### config.mk
export PLATFORM = sky130hd
export DESIGN_NAME = ifetch_sequencer_flat
export DESIGN_NICKNAME = d
export VERILOG_FILES = /design/src/rtl/ifetch_sequencer_if.sv /design/src/rtl/ifetch_sequencer.sv /design/src/flat_wrapper.sv
export SDC_FILE = /design/constraint.sdc
export NUM_CORES = 1
export LEC_CHECK = 0
export CAP_MARGIN = 20
export CORE_UTILIZATION = 45
export DETAILED_ROUTE_END_ITERATION = 10
export GPL_TIMING_DRIVEN = 0
export MAX_ROUTING_LAYER = met4
export PLACE_DENSITY = 0.79
export SLEW_MARGIN = 10
export SYNTH_ARGS = -nofsm -noshare
export SYNTH_HDL_FRONTEND = slang
export SYNTH_SLANG_ARGS = --single-unit
### constraint.sdc
create_clock -name i_clock -period 2.6 [get_ports i_clock]
set_input_delay 0.39 -clock i_clock [delete_from_list [all_inputs] [get_ports i_clock]]
set_output_delay 0.39 -clock i_clock [all_outputs]
set_load 0.1 [all_outputs]
### src/rtl/ifetch_sequencer_if.sv
// rtl/ifetch_sequencer_if.sv - debug-link, fetch-stage control and status signals of the fetch sequencer
interface ifetch_sequencer_if #(
    parameter int INSTMEM_SIZE = 8,
    parameter int MEM_SIZE     = 8,
    parameter int CNT_SIZE     = 32
);
    logic [7:0]              i_rx_data;
    logic                    i_rx_valid;
    logic                    i_halt;
    logic                    o_instrmem_en;
    logic                    o_write_en;
    logic [MEM_SIZE-1:0]     o_write_data;
    logic [INSTMEM_SIZE-1:0] o_write_addr;
    logic                    o_read_en;
    logic                    o_pc_en;
    logic                    o_pc_reset;
    logic [2:0]              o_state;
    logic                    o_load_full;
    logic                    o_done;
    logic [CNT_SIZE-1:0]     o_cycle_count;

    modport master (
        input  i_rx_data, i_rx_valid, i_halt,
        output o_instrmem_en, o_write_en, o_write_data, o_write_addr, o_read_en,
               o_pc_en, o_pc_reset, o_state, o_load_full, o_done, o_cycle_count
    );

    modport slave (
        output i_rx_data, i_rx_valid, i_halt,
        input  o_instrmem_en, o_write_en, o_write_data, o_write_addr, o_read_en,
               o_pc_en, o_pc_reset, o_state, o_load_full, o_done, o_cycle_count
    );
endinterface

### src/rtl/ifetch_sequencer.sv
// rtl/ifetch_sequencer.sv - loads a program from the debug link and runs/steps the fetch stage until halt
module ifetch_sequencer #(
    parameter int         INSTMEM_SIZE = 8,
    parameter int         MEM_SIZE     = 8,
    parameter logic [7:0] HALT_BYTE    = 8'hFF,
    parameter int         CNT_SIZE     = 32
) (
    input  logic i_clock,
    input  logic i_reset,
    ifetch_sequencer_if.master bus
);
    typedef enum logic [2:0] {
        IDLE  = 3'd0,
        LOAD  = 3'd1,
        READY = 3'd2,
        RUN   = 3'd3,
        STEP  = 3'd4,
        DONE  = 3'd5
    } state_t;

    localparam logic [7:0] CMD_L = 8'h4C;
    localparam logic [7:0] CMD_C = 8'h43;
    localparam logic [7:0] CMD_S = 8'h53;
    localparam logic [7:0] CMD_N = 8'h4E;
    localparam logic [7:0] CMD_R = 8'h52;
    localparam logic [INSTMEM_SIZE-1:0] ADDR_MAX = {INSTMEM_SIZE{1'b1}};
    localparam logic [CNT_SIZE-1:0]     CNT_MAX  = {CNT_SIZE{1'b1}};

    state_t                  state, state_n;
    logic [INSTMEM_SIZE-1:0] addr, addr_n;
    logic [1:0]              lane, lane_n;
    logic                    word_ff, word_ff_n;
    logic                    word_is_halt;
    logic                    write_en_n;
    logic [MEM_SIZE-1:0]     write_data_n;
    logic [INSTMEM_SIZE-1:0] write_addr_n;
    logic                    pc_en_n;
    logic                    load_full_n;
    logic [CNT_SIZE-1:0]     count_n;
    logic                    rx_valid;
    logic [7:0]              rx_data;

    assign rx_valid = bus.i_rx_valid;
    assign rx_data  = bus.i_rx_data;
    // word_ff: every byte so far in the current aligned word equals HALT_BYTE
    assign word_is_halt = word_ff && (rx_data == HALT_BYTE);

    always_comb begin
        state_n      = state;
        addr_n       = addr;
        lane_n       = lane;
        word_ff_n    = word_ff;
        write_en_n   = 1'b0;
        write_data_n = bus.o_write_data;
        write_addr_n = bus.o_write_addr;
        pc_en_n      = 1'b0;
        load_full_n  = bus.o_load_full;
        count_n      = bus.o_cycle_count;

        case (state)
            IDLE: begin
                if (rx_valid && rx_data == CMD_L) begin
                    state_n     = LOAD;
                    addr_n      = '0;
                    lane_n      = 2'd0;
                    word_ff_n   = 1'b1;
                    load_full_n = 1'b0;
                    count_n     = '0;
                end
            end
            LOAD: begin
                if (rx_valid) begin
                    write_en_n   = 1'b1;
                    write_data_n = MEM_SIZE'(rx_data);
                    write_addr_n = addr;
                    lane_n       = lane + 2'd1;
                    word_ff_n    = (lane == 2'd3) ? 1'b1 : word_is_halt;
                    if (addr != ADDR_MAX) begin
                        addr_n = addr + 1'b1;
                    end
                    if (lane == 2'd3 && word_is_halt) begin
                        state_n = READY;
                    end else if (addr == ADDR_MAX) begin
                        state_n     = READY;
                        load_full_n = 1'b1;
                    end
                end
            end
            READY: begin
                if (rx_valid && rx_data == CMD_C) begin
                    state_n = RUN;
                    pc_en_n = 1'b1;
                end else if (rx_valid && rx_data == CMD_S) begin
                    state_n = STEP;
                end else if (rx_valid && rx_data == CMD_R) begin
                    state_n = IDLE;
                end
            end
            RUN: begin
                if (bus.i_halt) begin
                    state_n = DONE;
                end else begin
                    pc_en_n = 1'b1;
                end
            end
            STEP: begin
                // reset request beats halt, halt beats a step pulse
                if (rx_valid && rx_data == CMD_R) begin
                    state_n = IDLE;
                end else if (bus.i_halt) begin
                    state_n = DONE;
                end else if (rx_valid && rx_data == CMD_N) begin
                    pc_en_n = 1'b1;
                end
            end
            DONE: begin
                if (rx_valid && rx_data == CMD_R) begin
                    state_n = IDLE;
                end
            end
            default: state_n = IDLE;
        endcase

        if (pc_en_n && bus.o_cycle_count != CNT_MAX) begin
            count_n = bus.o_cycle_count + 1'b1;
        end
    end

    always_ff @(posedge i_clock or posedge i_reset) begin
        if (i_reset) begin
            state             <= IDLE;
            addr              <= '0;
            lane              <= 2'd0;
            word_ff           <= 1'b1;
            bus.o_write_en    <= 1'b0;
            bus.o_write_data  <= '0;
            bus.o_write_addr  <= '0;
            bus.o_pc_en       <= 1'b0;
            bus.o_load_full   <= 1'b0;
            bus.o_cycle_count <= '0;
            bus.o_instrmem_en <= 1'b0;
            bus.o_read_en     <= 1'b0;
            bus.o_pc_reset    <= 1'b1;
            bus.o_done        <= 1'b0;
        end else begin
            state             <= state_n;
            addr              <= addr_n;
            lane              <= lane_n;
            word_ff           <= word_ff_n;
            bus.o_write_en    <= write_en_n;
            bus.o_write_data  <= write_data_n;
            bus.o_write_addr  <= write_addr_n;
            bus.o_pc_en       <= pc_en_n;
            bus.o_load_full   <= load_full_n;
            bus.o_cycle_count <= count_n;
            bus.o_instrmem_en <= (state_n != IDLE);
            bus.o_read_en     <= (state_n == RUN) || (state_n == STEP);
            bus.o_pc_reset    <= (state_n == IDLE) || (state_n == LOAD) || (state_n == READY);
            bus.o_done        <= (state_n == DONE);
        end
    end

    assign bus.o_state = state;
endmodule
### src/flat_wrapper.sv
// flat-port wrapper written by rule: the top's interface ports become plain ports
module ifetch_sequencer_flat 
#(
    parameter int         INSTMEM_SIZE = 8,
    parameter int         MEM_SIZE     = 8,
    parameter logic [7:0] HALT_BYTE    = 8'hFF,
    parameter int         CNT_SIZE     = 32
)
  (i_clock, i_reset, bus_i_rx_data, bus_i_rx_valid, bus_i_halt, bus_o_instrmem_en, bus_o_write_en, bus_o_write_data, bus_o_write_addr, bus_o_read_en, bus_o_pc_en, bus_o_pc_reset, bus_o_state, bus_o_load_full, bus_o_done, bus_o_cycle_count);
  ifetch_sequencer_if #(.INSTMEM_SIZE(INSTMEM_SIZE), .MEM_SIZE(MEM_SIZE), .CNT_SIZE(CNT_SIZE)) bus_i ();
  input  logic i_clock;
  input  logic i_reset;
  input wire logic [$bits(bus_i.i_rx_data)-1:0] bus_i_rx_data;
  input wire logic [$bits(bus_i.i_rx_valid)-1:0] bus_i_rx_valid;
  input wire logic [$bits(bus_i.i_halt)-1:0] bus_i_halt;
  output wire logic [$bits(bus_i.o_instrmem_en)-1:0] bus_o_instrmem_en;
  output wire logic [$bits(bus_i.o_write_en)-1:0] bus_o_write_en;
  output wire logic [$bits(bus_i.o_write_data)-1:0] bus_o_write_data;
  output wire logic [$bits(bus_i.o_write_addr)-1:0] bus_o_write_addr;
  output wire logic [$bits(bus_i.o_read_en)-1:0] bus_o_read_en;
  output wire logic [$bits(bus_i.o_pc_en)-1:0] bus_o_pc_en;
  output wire logic [$bits(bus_i.o_pc_reset)-1:0] bus_o_pc_reset;
  output wire logic [$bits(bus_i.o_state)-1:0] bus_o_state;
  output wire logic [$bits(bus_i.o_load_full)-1:0] bus_o_load_full;
  output wire logic [$bits(bus_i.o_done)-1:0] bus_o_done;
  output wire logic [$bits(bus_i.o_cycle_count)-1:0] bus_o_cycle_count;
  assign bus_i.i_rx_data = bus_i_rx_data;
  assign bus_i.i_rx_valid = bus_i_rx_valid;
  assign bus_i.i_halt = bus_i_halt;
  assign bus_o_instrmem_en = bus_i.o_instrmem_en;
  assign bus_o_write_en = bus_i.o_write_en;
  assign bus_o_write_data = bus_i.o_write_data;
  assign bus_o_write_addr = bus_i.o_write_addr;
  assign bus_o_read_en = bus_i.o_read_en;
  assign bus_o_pc_en = bus_i.o_pc_en;
  assign bus_o_pc_reset = bus_i.o_pc_reset;
  assign bus_o_state = bus_i.o_state;
  assign bus_o_load_full = bus_i.o_load_full;
  assign bus_o_done = bus_i.o_done;
  assign bus_o_cycle_count = bus_i.o_cycle_count;
  ifetch_sequencer #(.INSTMEM_SIZE(INSTMEM_SIZE), .MEM_SIZE(MEM_SIZE), .HALT_BYTE(HALT_BYTE), .CNT_SIZE(CNT_SIZE)) u_core (.i_clock(i_clock), .i_reset(i_reset), .bus(bus_i));
endmodule
# == Word level (Yosys, flattened, before mapping) ==
# Index checks and enable logic that the tools add are counted.
# totals
reg_bits,69
input_bits,12
out_inout_bits,58
word_cells,101
# op_classes
n_addsub,3
eq_ne,25
muxes,37
reduce_logical,22
# ops
op,n
two-way mux 32 bit,3
"equality test 8 x 7 -> 1 bit, second input constant",5
"adder 32 x 1 -> 32 bit, second input constant",1
"inequality test 32 bit, second input constant",1
two-way mux 3 bit,9
two-way mux 8 bit,3
case mux 3 bit (6 select lines),1
"equality test 8 bit, second input constant",2
case mux 8 bit (2 select lines),1
two-way mux 1 bit,14
"equality test 3 x 2 -> 1 bit, second input constant",4
"equality test 3 bit, second input constant",4
"adder 8 x 1 -> 8 bit, second input constant",1
logical AND 1 bit,8
"inequality test 8 bit, second input constant",1
"equality test 3 x 1 -> 1 bit, second input constant",2
logical NOT 3 bit,2
"inequality test 2 x 1 -> 1 bit, second input constant",3
nonzero test 2 bit,3
AND reduction 5 bit,1
two-way mux 2 bit,2
"inequality test 2 bit, second input constant",2
case mux 1 bit (2 select lines),2
case mux 2 bit (2 select lines),1
other kinds (8),11

# == Longest topological paths before layout ==
# Gate-level depths: netlist of run 1.
# logic_depth
ltp_word,9
mapped_depth,10
depth_no_buf,7

# == Least setup slack after synthesis of run 1 ==
# Ideal clock, no wire load.
# synth_path
path_kind,register to register
from,register u_core.bus.o_cycle_count[0] in the netlist's numbering
to,register u_core.bus.o_cycle_count[3] in the netlist's numbering
setup_ns,0.174
arrival_ns,2.826
required_time_ns,2.426
slack_ns,-0.400
path_stages_with_launch,11
n_path_buf,3
synth_period_minus_slack_ns,3.000
cell_sequence,dfrtp_1 ha_1 and3_1 buf_2 nand4_2 nor4_2 buf_4 nor2_1 buf_2 a41oi_1 a31oi_1
# synth_via
elab_chain_cells,4
elab_cells_between_ends,7
cone_classes,add/sub (1); eq/ne (1); mux (1); reduce/logical (4)
# synth_lines
item,line_no,text
"start, declared",ifetch_sequencer_if.sv:25,"o_pc_en, o_pc_reset, o_state, o_load_full, o_done, o_cycle_count"
"start signal, assigned",ifetch_sequencer.sv:155,bus.o_cycle_count <= count_n;
branches (longest 4 deep; another with adder 32 x 1 -> 32 bit),n/a,
# Parallel ways; which one is timed is not known.
# A chain may end at the register's enable or synchronous reset.

# == Worst setup path after layout of run 1 ==
# layout_path
from,input port bus_i_rx_data[0]
to,register u_core.bus.o_cycle_count[8] in the netlist's numbering
# layout_via
elab_chain_cells,9
elab_cells_between_ends,18
cone_classes,eq/ne (4); mux (6); reduce/logical (8)
# layout_lines
item,line_no,text
"start, declared",flat_wrapper.sv:13,input wire logic [$bits(bus_i.i_rx_data)-1:0] bus_i_rx_data;
equality test 8 x 7 -> 1 bit,ifetch_sequencer.sv:112,end else if (rx_valid && rx_data == CMD_N) begin
logical AND 1 bit,ifetch_sequencer.sv:112,
two-way mux 1 bit,ifetch_sequencer.sv:112,
two-way mux 1 bit,ifetch_sequencer.sv:110,end else if (bus.i_halt) begin
two-way mux 1 bit,ifetch_sequencer.sv:108,if (rx_valid && rx_data == CMD_R) begin
case mux 1 bit (3 select lines),ifetch_sequencer.sv:60,case (state)
logical AND 1 bit,ifetch_sequencer.sv:124,if (pc_en_n && bus.o_cycle_count != CNT_MAX) begin
nonzero test 2 bit (no source line),n/a,
AND reduction 2 bit (no source line),n/a,
# Parallel ways exist; a longest one is shown, timed or not.

==> results of run 1 <==
==> power by group through the flow <==
stage	Clock (mW)	Sequential, mW	Combinational, mW
4_1_cts	0.916	1.28	0.786
3_3_place_gp	0	1.29	0.772
2_1_floorplan	0	1.70	0.171
3_5_place_dp	0	1.30	0.784
6_report	0.907	1.28	0.782
5_1_grt	0.965	1.29	0.819
==> cell families (layout without fill, tap and decap cells) <==
logic type	after synthesis	after routing	synth area share, %
mux	20	20	6.276
compound gates	70	70	13.73
flops	69	69	47.92
buf+inv	27	112	3.433
fa+ha+maj	3	3	1.040
xor+xnor	7	7	1.699
simple gates	170	170	25.90
==> through the flow <==
| step | instance area (sq um) | setup TNS, ns | total power, mW | worst slack (ns) |
|---|---|---|---|---|
| floorplan | 3652 | 0 | 1.868 | 0.002066 |
| global placement | 4471 | -57.89 | 2.066 | -0.9209 |
| detailed placement | 4501 | -7.634 | 2.081 | -0.2496 |
| CTS | 4703 | 0 | 2.981 | 0.09693 |
| global route | 4731 | 0 | 3.077 | 0.04293 |
| finish | 4731 | 0 | 2.968 | 0.1714 |
==> critical path: stages <==
cell and delay [ns]:
clkdlybuf4s50_1 0.64, and4bb_1 0.23, a22o_1 0.25, a31oi_4 0.29, clkbuf_1 0.48, nor3_1 0.13
o21ai_1 0.14, o31ai_1 0.08
==> layout make-up <==
cell class              count  share of cell area [%]
multi-input cells         270                   37.98
well taps                 102                   2.698
flip-flops and latches     69                   37.21
clock buffers              12                   3.280
plain buffers              16                   1.798
inverters                  10                  0.8463
clock inverters             4                   1.005
repair buffers             70                   15.18
==> cells in the final DEF, fill, tap and decap left out, drive strengths merged, types with 2 or more instances in the layout <==
cell type,instances
o21ai,25
nor3,17
nand3,31
or3,9
a31oi,12
inv,10
nand4,7
o21ba,2
dfstp,2
and3,13
a22o,2
buf,12
clkbuf,17
nand2,45
a41oi,3
nor2,17
nor3b,4
mux2i,2
mux2,18
and4bb,2
or2,2
and4,5
o311ai,4
o31ai,2
dfrtp,67
nor4,3
a21o,7
nor4bb,2
and2,6
clkinv,2
clkdlybuf4s50,69
ha,3
xor2,7
a21oi,4
==> metal layers <==
metal  wire length (microns)  part of all wire, %
met2                    4229                   48
met4                     136                  1.5
met3                     472                  5.4
met5                       0                    0
met1                    3981                   45
==> sequential cells by signal (all words and copies together) (netlist names) <==
name                      count
u_core.lane                   2
u_core.bus.o_write_data       8
u_core.word_ff                1
u_core.bus.o_write_en         1
u_core.bus.o_state            3
u_core.bus.o_write_addr       8
u_core.bus.o_done             1
u_core.bus.o_pc_reset         1
u_core.bus.o_read_en          1
u_core.bus.o_load_full        1
u_core.bus.o_cycle_count     32
u_core.addr                   8
u_core.bus.o_pc_en            1
u_core.bus.o_instrmem_en      1
==> final timing paths <==
kind / startpoint / to / slack (ns) / cells after the start
hold reg to reg: u_core.lane[1] / u_core.lane[1] / 0.47 / 2
min in group i_clock: u_core.lane[1] / u_core.lane[1] / 0.47 / 2
setup / recovery: bus_i_rx_data[0] / u_core.bus.o_cycle_count[8] / 0.17 / 8
hold / removal: i_reset / u_core.bus.o_cycle_count[17] / 0.36 / 2
max in group asynchronous: i_reset / u_core.bus.o_pc_reset / 1.66 / 3
setup reg to reg: u_core.bus.o_cycle_count[0] / u_core.bus.o_cycle_count[16] / 0.22 / 10
==> flow_metrics.env, run 1 <==
export IMPL_drt_wirelength_per_cell_microns=15.95
export IMPL_ys_seq_area_share_pct=47.92
export IMPL_rows=32
export IMPL_busiest_layer="met2"
export IMPL_final_util_pct=61.22
export IMPL_netSwitchingFraction_pct=36.38
export IMPL_vias=3266
export IMPL_cts_hold_buffers=0
export IMPL_power_frac_comb_pct=26.3
export IMPL_diodes=0
export IMPL_ios=70
export IMPL_synth_area_sq_um=3608
export IMPL_final_cells=553
export IMPL_cellPowerDensity_nw_per_um2=627.3
export IMPL_power_leakage_nw=1.965
export IMPL_cp_required_ns=2.82
export IMPL_synthFlopType="dfrtp_1"
export IMPL_clk_pin_slew_ns=0.07
export IMPL_grtUsageMet1_pct=29.39
export IMPL_nets=461
export IMPL_fin_worst_skew_ns=0.009558
export IMPL_worstSetupPathType="input pin to register"
export IMPL_cts_resized_gates=0
export IMPL_drc=0
export IMPL_dp_hpwl_microns=6386
export IMPL_dp_cells=538
export IMPL_wl_microns=8818
export IMPL_grt_max_degree=49
export IMPL_first_pass_iters=5
export IMPL_cts_tree="built"
export IMPL_synth_edf_count=0
export IMPL_start_kind="input pin"
export IMPL_clockRootBuffer="clkbuf_8"
export IMPL_crit_arrival_ns=2.65
export IMPL_end_kind="register"
export IMPL_run_status="finished clean"
export IMPL_finalCritPeriodShare_pct=93.41
export IMPL_use_met3_pct=4.020
export IMPL_hold_violations=0
export IMPL_synth_cell_types=59
export IMPL_netlist_area_leader_share_pct=46.46
export IMPL_met2_usage_pct=35.34
export IMPL_synth_commonest_cells="67 x dfrtp_1, 45 x nand2_1, 31 x nand3_1"
export IMPL_seq_power_share_pct=43.1
export IMPL_syn_instance_count=366
export IMPL_die_h_microns=91.55
export IMPL_fill_cells=645
export IMPL_power_share_clock_pct=30.6
export IMPL_cp_max_fo=10
export IMPL_layout_min_cycle_time_ns=2.429
export IMPL_antenna_left=0
export IMPL_cts_setup_buffers=0
export IMPL_synthTopCellsByArea="dfrtp_1 46%, mux2_2 5.3%, nand2_1 4.7%"
export IMPL_maxCapViolCount=0
export IMPL_power_switching_mw=1.080
export IMPL_gp_congestion=0.9295
export IMPL_async_flop_share_pct=100.0
export IMPL_core_area_sq_um=7727
export IMPL_drive_above_1_share_pct=19.51
export IMPL_maxSlewViolCount=0
export IMPL_avgViaCountPerCell=5.906
export IMPL_yosysMostFrequentCell="dfrtp_1"
export IMPL_synthToLayoutAreaGrowth_pct=31.10
export IMPL_grt_remaining_overflow=0
export IMPL_whs_ns=0.3565
export IMPL_grtUsageTotal_pct=22.93
export IMPL_finalSetupViolCount=0
export IMPL_rsz0062_at_grt="no"
export IMPL_antenna_found_initial=0
export IMPL_drtIter0Drc=197
export IMPL_yosysWarnings=0
export IMPL_grt_pass1_vias=3145
export IMPL_die_w_microns=91.55
export IMPL_grt_pass1_wl_microns=14750
export IMPL_portBuffers=69
export IMPL_ys_ff_latch=69
export IMPL_tightest_slew_ns=0.9864
export IMPL_multiInputGateArea_sq_um=1797
export IMPL_p_int_mw=1.888
export IMPL_seq_area_sq_um=1760
export IMPL_ir_drop_uv=599.6
export IMPL_clockBufferDepth=2
export IMPL_max_freq_mhz=411.8
export IMPL_synth_avg_cell_area_sq_um=9.859
export IMPL_numCtsBuffers=9
export IMPL_synth_nets=381
export IMPL_insertion_delay_ns=0.34
export IMPL_hold_path_class="input pin to asynchronous set/reset pin"
export IMPL_initial_core_util_pct=46.70
export IMPL_numClockSinks=69
export IMPL_yosysTopAreaCell="dfrtp_1"
export IMPL_die_area_sq_um=8380
export IMPL_max_slew_margin_pct=34.03
export IMPL_htreeDepth=3
Power figures use the tool's default switching activity.
==> run 2: changes to the inputs <==
- HOLD_SLACK_MARGIN: not set -> 0.03
==> results of run 2 <==
Same layout as run 1: the final DEF is identical, and so are final timing and power.
